**src/rtl/bcd_operand_loader.sv**
```systemverilog
// bcd_operand_loader: accumulates MSD-first BCD digits into binary X/Y operands
// and hands the pair to the MDR core through a valid/ack handshake.
module bcd_operand_loader #(
  parameter int W_DATA     = 16,
  parameter int W_BCD      = 4,
  parameter int MAX_DIGITS = 5
) (
  input  logic              clk,
  input  logic              rst_n,
  input  logic              clear_i,
  input  logic [W_BCD-1:0]  digit_i,
  input  logic              digit_valid_i,
  output logic              digit_ready_o,
  input  logic              enter_i,
  output logic [W_DATA-1:0] op_x_o,
  output logic [W_DATA-1:0] op_y_o,
  output logic              operands_valid_o,
  input  logic              operands_ack_i,
  output logic              stage_o,
  output logic [2:0]        digit_count_o,
  output logic              overflow_o,
  output logic              bad_digit_o
);
  typedef enum logic [1:0] {LOAD_X, LOAD_Y, HOLD} state_t;
  state_t state;
  logic [W_DATA-1:0] acc, acc_cur;
  logic [W_DATA+3:0] acc_next;
  logic take, bad, full, big, legal;
  assign digit_ready_o = state != HOLD;
  assign take = digit_valid_i && digit_ready_o;
  // acc*10 + digit, widened by 4 bits so the range check sees the carry
  assign acc_next = ({4'b0, acc} << 3) + ({4'b0, acc} << 1)
                  + {{(W_DATA + 4 - W_BCD){1'b0}}, digit_i};
  assign bad = digit_i > W_BCD'(9);
  assign full = digit_count_o >= 3'(MAX_DIGITS);
  assign big = acc_next > {4'b0, {W_DATA{1'b1}}};
  assign legal = take && !bad && !full && !big;
  assign acc_cur = legal ? acc_next[W_DATA-1:0] : acc;
  always_ff @(posedge clk or negedge rst_n) begin
    if (!rst_n) begin
      state <= LOAD_X;
      acc <= '0;
      digit_count_o <= '0;
      op_x_o <= '0;
      op_y_o <= '0;
      operands_valid_o <= 1'b0;
      stage_o <= 1'b0;
      overflow_o <= 1'b0;
      bad_digit_o <= 1'b0;
    end else if (clear_i) begin
      state <= LOAD_X;
      acc <= '0;
      digit_count_o <= '0;
      op_x_o <= '0;
      op_y_o <= '0;
      operands_valid_o <= 1'b0;
      stage_o <= 1'b0;
      overflow_o <= 1'b0;
      bad_digit_o <= 1'b0;
    end else begin
      bad_digit_o <= take && bad;
      if (take && !bad && (full || big)) overflow_o <= 1'b1;
      if (legal) begin
        acc <= acc_next[W_DATA-1:0];
        digit_count_o <= digit_count_o + 3'd1;
      end
      // a commit sees this cycle's digit first, then zeroes the accumulator
      case (state)
        LOAD_X: if (enter_i) begin
          op_x_o <= acc_cur;
          acc <= '0;
          digit_count_o <= '0;
          stage_o <= 1'b1;
          state <= LOAD_Y;
        end
        LOAD_Y: if (enter_i) begin
          op_y_o <= acc_cur;
          acc <= '0;
          digit_count_o <= '0;
          operands_valid_o <= 1'b1;
          state <= HOLD;
        end
        default: if (operands_ack_i) begin
          operands_valid_o <= 1'b0;
          overflow_o <= 1'b0;
          stage_o <= 1'b0;
          state <= LOAD_X;
        end
      endcase
    end
  end
endmodule

```
**config.mk**
```make
export PLATFORM = sky130hd
export DESIGN_NAME = bcd_operand_loader
export DESIGN_NICKNAME = d
export VERILOG_FILES = /design/src/rtl/bcd_operand_loader.sv
export SDC_FILE = /design/constraint.sdc
export NUM_CORES = 1
export LEC_CHECK = 0
export CAP_MARGIN = 20
export CORE_MARGIN = 3
export CORE_UTILIZATION = 25
export CTS_BUF_LIST = sky130_fd_sc_hd__clkbuf_8
export DETAILED_ROUTE_END_ITERATION = 6
export HOLD_SLACK_MARGIN = 0.06
export PLACE_DENSITY = 0.51
export SLEW_MARGIN = 20
export SYNTH_ARGS = -nofsm -noshare
export SYNTH_HDL_FRONTEND = slang
export SYNTH_SLANG_ARGS = --single-unit
```
**constraint.sdc**
```tcl
create_clock -name clk -period 4.9 [get_ports clk]
set_input_delay 0.735 -clock clk [delete_from_list [all_inputs] [get_ports clk]]
set_output_delay 0.735 -clock clk [all_outputs]
set_load 0.02 [all_outputs]
```
==> impl_metrics.py <==
metrics = {
    "outcome": {
        "outcome": "finished clean",
    },
    "cells_and_area": {
        "final_cells": 635,
        "fillers": 1508,
        "drive_gt1_share_pct": 6.15,
        "antenna_cells": 0,
        "multi_input_area_um2": 2100,
        "final_util_pct": 32.0,
        "syn2layout_area_growth_pct": 22.8,
        "nNetsFinal": 495,
        "regArea_um2": 1430,
    },
    "pwr": {
        "cellLeakagePower_nw": 1.94,
        "switching_power_uw": 313,
        "p_clk_share_pct": 37.0,
        "ir_worst_vdd_v": 0.000177,
        "switching_share_pct": 29.3,
        "power_density_nw_per_um2": 236,
        "combPwrFrac_pct": 15.8,
        "seq_power_share_pct": 47.1,
        "internal-power_uw": 755,
    },
    "floorplan": {
        "start_util_pct": 26.0,
        "die_x_um": 127,
        "row_count": 43,
        "dieArea_um2": 16200,
        "coreArea_um2": 14100,
        "ioPinCount": 50,
        "dieHeight_um": 127,
    },
    "worst_setup_path": {
        "r2r_cells": 11,
        "crit_type": "primary input to register",
        "start_kind": "primary input",
        "end_kind": "register",
        "r2r_end": "op_x_o[0]",
        "worstPathRequired_ns": 5.19,
        "cpMaxStageDelayCell": "fa_1",
        "cp.arrival_ns": 4.58,
        "r2r_start": "acc[0]",
        "path_max_fanout": 30,
        "worstPathCellList": "clkdlybuf4s50_1 -> inv_1 -> fa_1 -> inv_1 -> fa_1 -> a211oi_1 -> o211ai_1 -> a211o_1 -> a221o_1 -> and4_4 -> a2111oi_0 -> a221o_1",
        "slowest_delay_ns": 0.52,
        "regToRegSetupSlack_ns": 1.07,
    },
    "min_path": {
        "hold_depth": 2,
        "min_path_type": "register to register",
        "min-delay-start": "op_x_o[4]",
        "whs_endpoint": "op_x_o[4]",
    },
    "synth": {
        "yosysWarnings": 0,
        "synth_cell_types": 46,
        "synth_nets": 452,
        "ys_ff_latch": 57,
        "synthTopCellsByArea": "dfrtp_1 (39%), ha_1 (11%), a21oi_1 (7.3%)",
        "syn_inst": 407,
        "synth_top_cell_by_area": "dfrtp_1",
        "synth_top_area_share_pct": 38.7,
        "syn_avg_cell_area_um2": 9.05,
        "syn_area_um2": 3680,
        "synth-seq-area-share_pct": 38.7,
    },
    "drt": {
        "vias_per_cell": 5.29,
        "first_pass_iters": 4,
        "ant_nets": 0,
        "drt-wirelength-per-cell_um": 17.7,
        "drt_iter0_drc": 261,
        "drc": 0,
        "wirelength_mm": 11.2,
        "dr_total_vias": 3360,
    },
    "clocking": {
        "cts_setup_buffers": 0,
        "cts_tree": "yes",
        "cts_resized": 0,
        "ctsRootBufferMaster": "clkbuf_8",
        "cts_buffer_depth": 2,
        "cts_sinks": 57,
        "holdBufCountCts": 0,
        "worstSkewPairLatency_ns": 0.35,
        "clkTransAtPathRegs_ns": 0.06,
        "htreeDepth": 3,
        "cts_buffers": 9,
    },
    "flow_run": {
        "cap_violations": 0,
    },
    "global_route": {
        "grt_max_degree": 58,
        "track_usage_pct": 14.2,
        "antenna_found_initial": 0,
        "grt_pass1_vias": 3414,
        "grt_overflow_total": 0,
        "grt_pass1_wl_mm": 18.4,
    },
    "place": {
        "dp_cells": 619,
        "port_buffers": 49,
        "gp_congestion": 0.856,
        "hpwlAfterDp_mm": 7.93,
    },
    "sta": {
        "final.setup.tns_ns": 0,
        "rsz0062_at_grt": "no",
        "finalSetupViolations": 0,
        "fin_crit_sh_pct": 87.7,
        "final.setup_skew_ns": 0.00748,
        "slew_violations": 0,
        "period_minus_slack_ns": 4.30,
        "hold_viol": 0,
        "worst_pin_slew_ns": 0.985,
        "max_freq_mhz": 233,
        "timing.slew.headroom_pct": 34.3,
        "fin_worst_hold_slack_ns": 0.500,
    },
}
[final cells by class]
cell class                      instances  area share [%]
Sequential cell                        57            31.5
Inverter                               13            1.08
Timing Repair Buffer                   57            12.1
Multi-Input combinational cell        312            46.5
Clock inverter                          5           0.498
Tap cell                              180            4.98
Clock buffer                           11            3.35
[through the flow]
stage	worst slack [ns]	power, mW	cell area [um2]
floorplan	1.19	0.601	3680
global placement	0.116	0.681	4350
detailed placement	0.259	0.682	4350
CTS	0.633	1.08	4520
global route	0.445	1.12	4520
finish	0.602	1.07	4520
[state kept, by name, summed over array words and instances, names as in the netlist]
name,count
state,2
op_x_o,16
bad_digit_o,1
op_y_o,16
stage_o,1
acc,16
digit_count_o,3
operands_valid_o,1
overflow_o,1
[layer usage]
metal / GRT usage [%] / wire [um] / vias to the layer above / share of wire [%]
li1: - / - / 1626 / -
met1: 18.7 / 5280 / 1630 / 47
met2: 22.9 / 5190 / 90 / 46
met3: 3.55 / 548 / 14 / 4.9
met4: 4.67 / 221 / 0 / 2.0
met5: 0 / 0 / - / 0
[power by group through the flow]
stage	clock [mW]	combinational (mW)	sequential [mW]
2_1_floorplan	0	0.0751	0.526
3_5_place_dp	0	0.170	0.512
3_3_place_gp	0	0.169	0.512
4_1_cts	0.404	0.171	0.504
6_report	0.395	0.169	0.503
5_1_grt	0.426	0.186	0.505
[critical path: cells and delay by family]
family | cells | cell delay (ns)
and+or+nand+nor | 1 | 0.30
AOI/OAI and AO/OA | 6 | 1.93
buffers and inverters | 3 | 0.60
adders and majority gates | 2 | 0.99
[how the worst max path moves through the flow]
stage,cells past startpoint,slack (ns),start,end
after CTS,12,0.63,digit_i[3],op_x_o[0]
after global placement,12,0.12,digit_i[3],op_y_o[4]
final,12,0.60,digit_i[3],op_x_o[0]
after detailed placement,12,0.26,digit_i[3],op_x_o[0]
after global routing,12,0.45,digit_i[3],op_x_o[0]
after floorplan,12,1.19,digit_i[3],op_x_o[10]
[Yosys cell counts, drive strengths merged]
| cell type | instances |
|---|---|
| nor2b | 6 |
| or2 | 1 |
| ha | 33 |
| nand4 | 3 |
| a21boi | 1 |
| or4 | 2 |
| inv | 12 |
| a22oi | 1 |
| and3 | 8 |
| dfrtp | 57 |
| and2 | 3 |
| a2111oi | 4 |
| xnor2 | 7 |
| nor3 | 6 |
| a21oi | 54 |
| and4 | 2 |
| o41a | 1 |
| o21ai | 46 |
| xor2 | 5 |
| clkinv | 1 |
| o211ai | 7 |
| a21o | 3 |
| o21bai | 2 |
| o31ai | 3 |
| nand2 | 19 |
| a221o | 14 |
| buf | 8 |
| a22o | 1 |
| o2bb2ai | 1 |
| a211o | 1 |
| a31oi | 15 |
| o221ai | 1 |
| clkbuf | 17 |
| nor2 | 16 |
| or3 | 5 |
| nand3 | 30 |
| a2bb2oi | 1 |
| fa | 2 |
| a211oi | 7 |
| o21a | 1 |
[placed cells by master, fill, tap and decap left out, types with 5 or more instances in the layout]
cell type / n
a211oi_1: 7
a21oi_1: 54
a221o_1: 14
a31oi_1: 15
and3_1: 8
buf_4: 8
clkbuf_8: 11
clkdlybuf4s50_1: 48
dfrtp_1: 57
ha_1: 33
inv_1: 14
nand2_1: 18
nand3_1: 30
nor2_1: 15
nor2b_1: 6
nor3_1: 6
o211ai_1: 7
o21ai_0: 46
or3_1: 5
xnor2_1: 7
xor2_1: 5
[cells by family after synthesis]
kind of cell             synth area share, %
AO/OA/AOI/OAI                           28.0
XOR/XNOR                                2.85
adder cells (fa/ha/maj)                 12.3
buffers and inverters                   4.21
flip-flops                              38.7
AND/OR/NAND/NOR                         13.9
(Power assumes the default switching activity.)
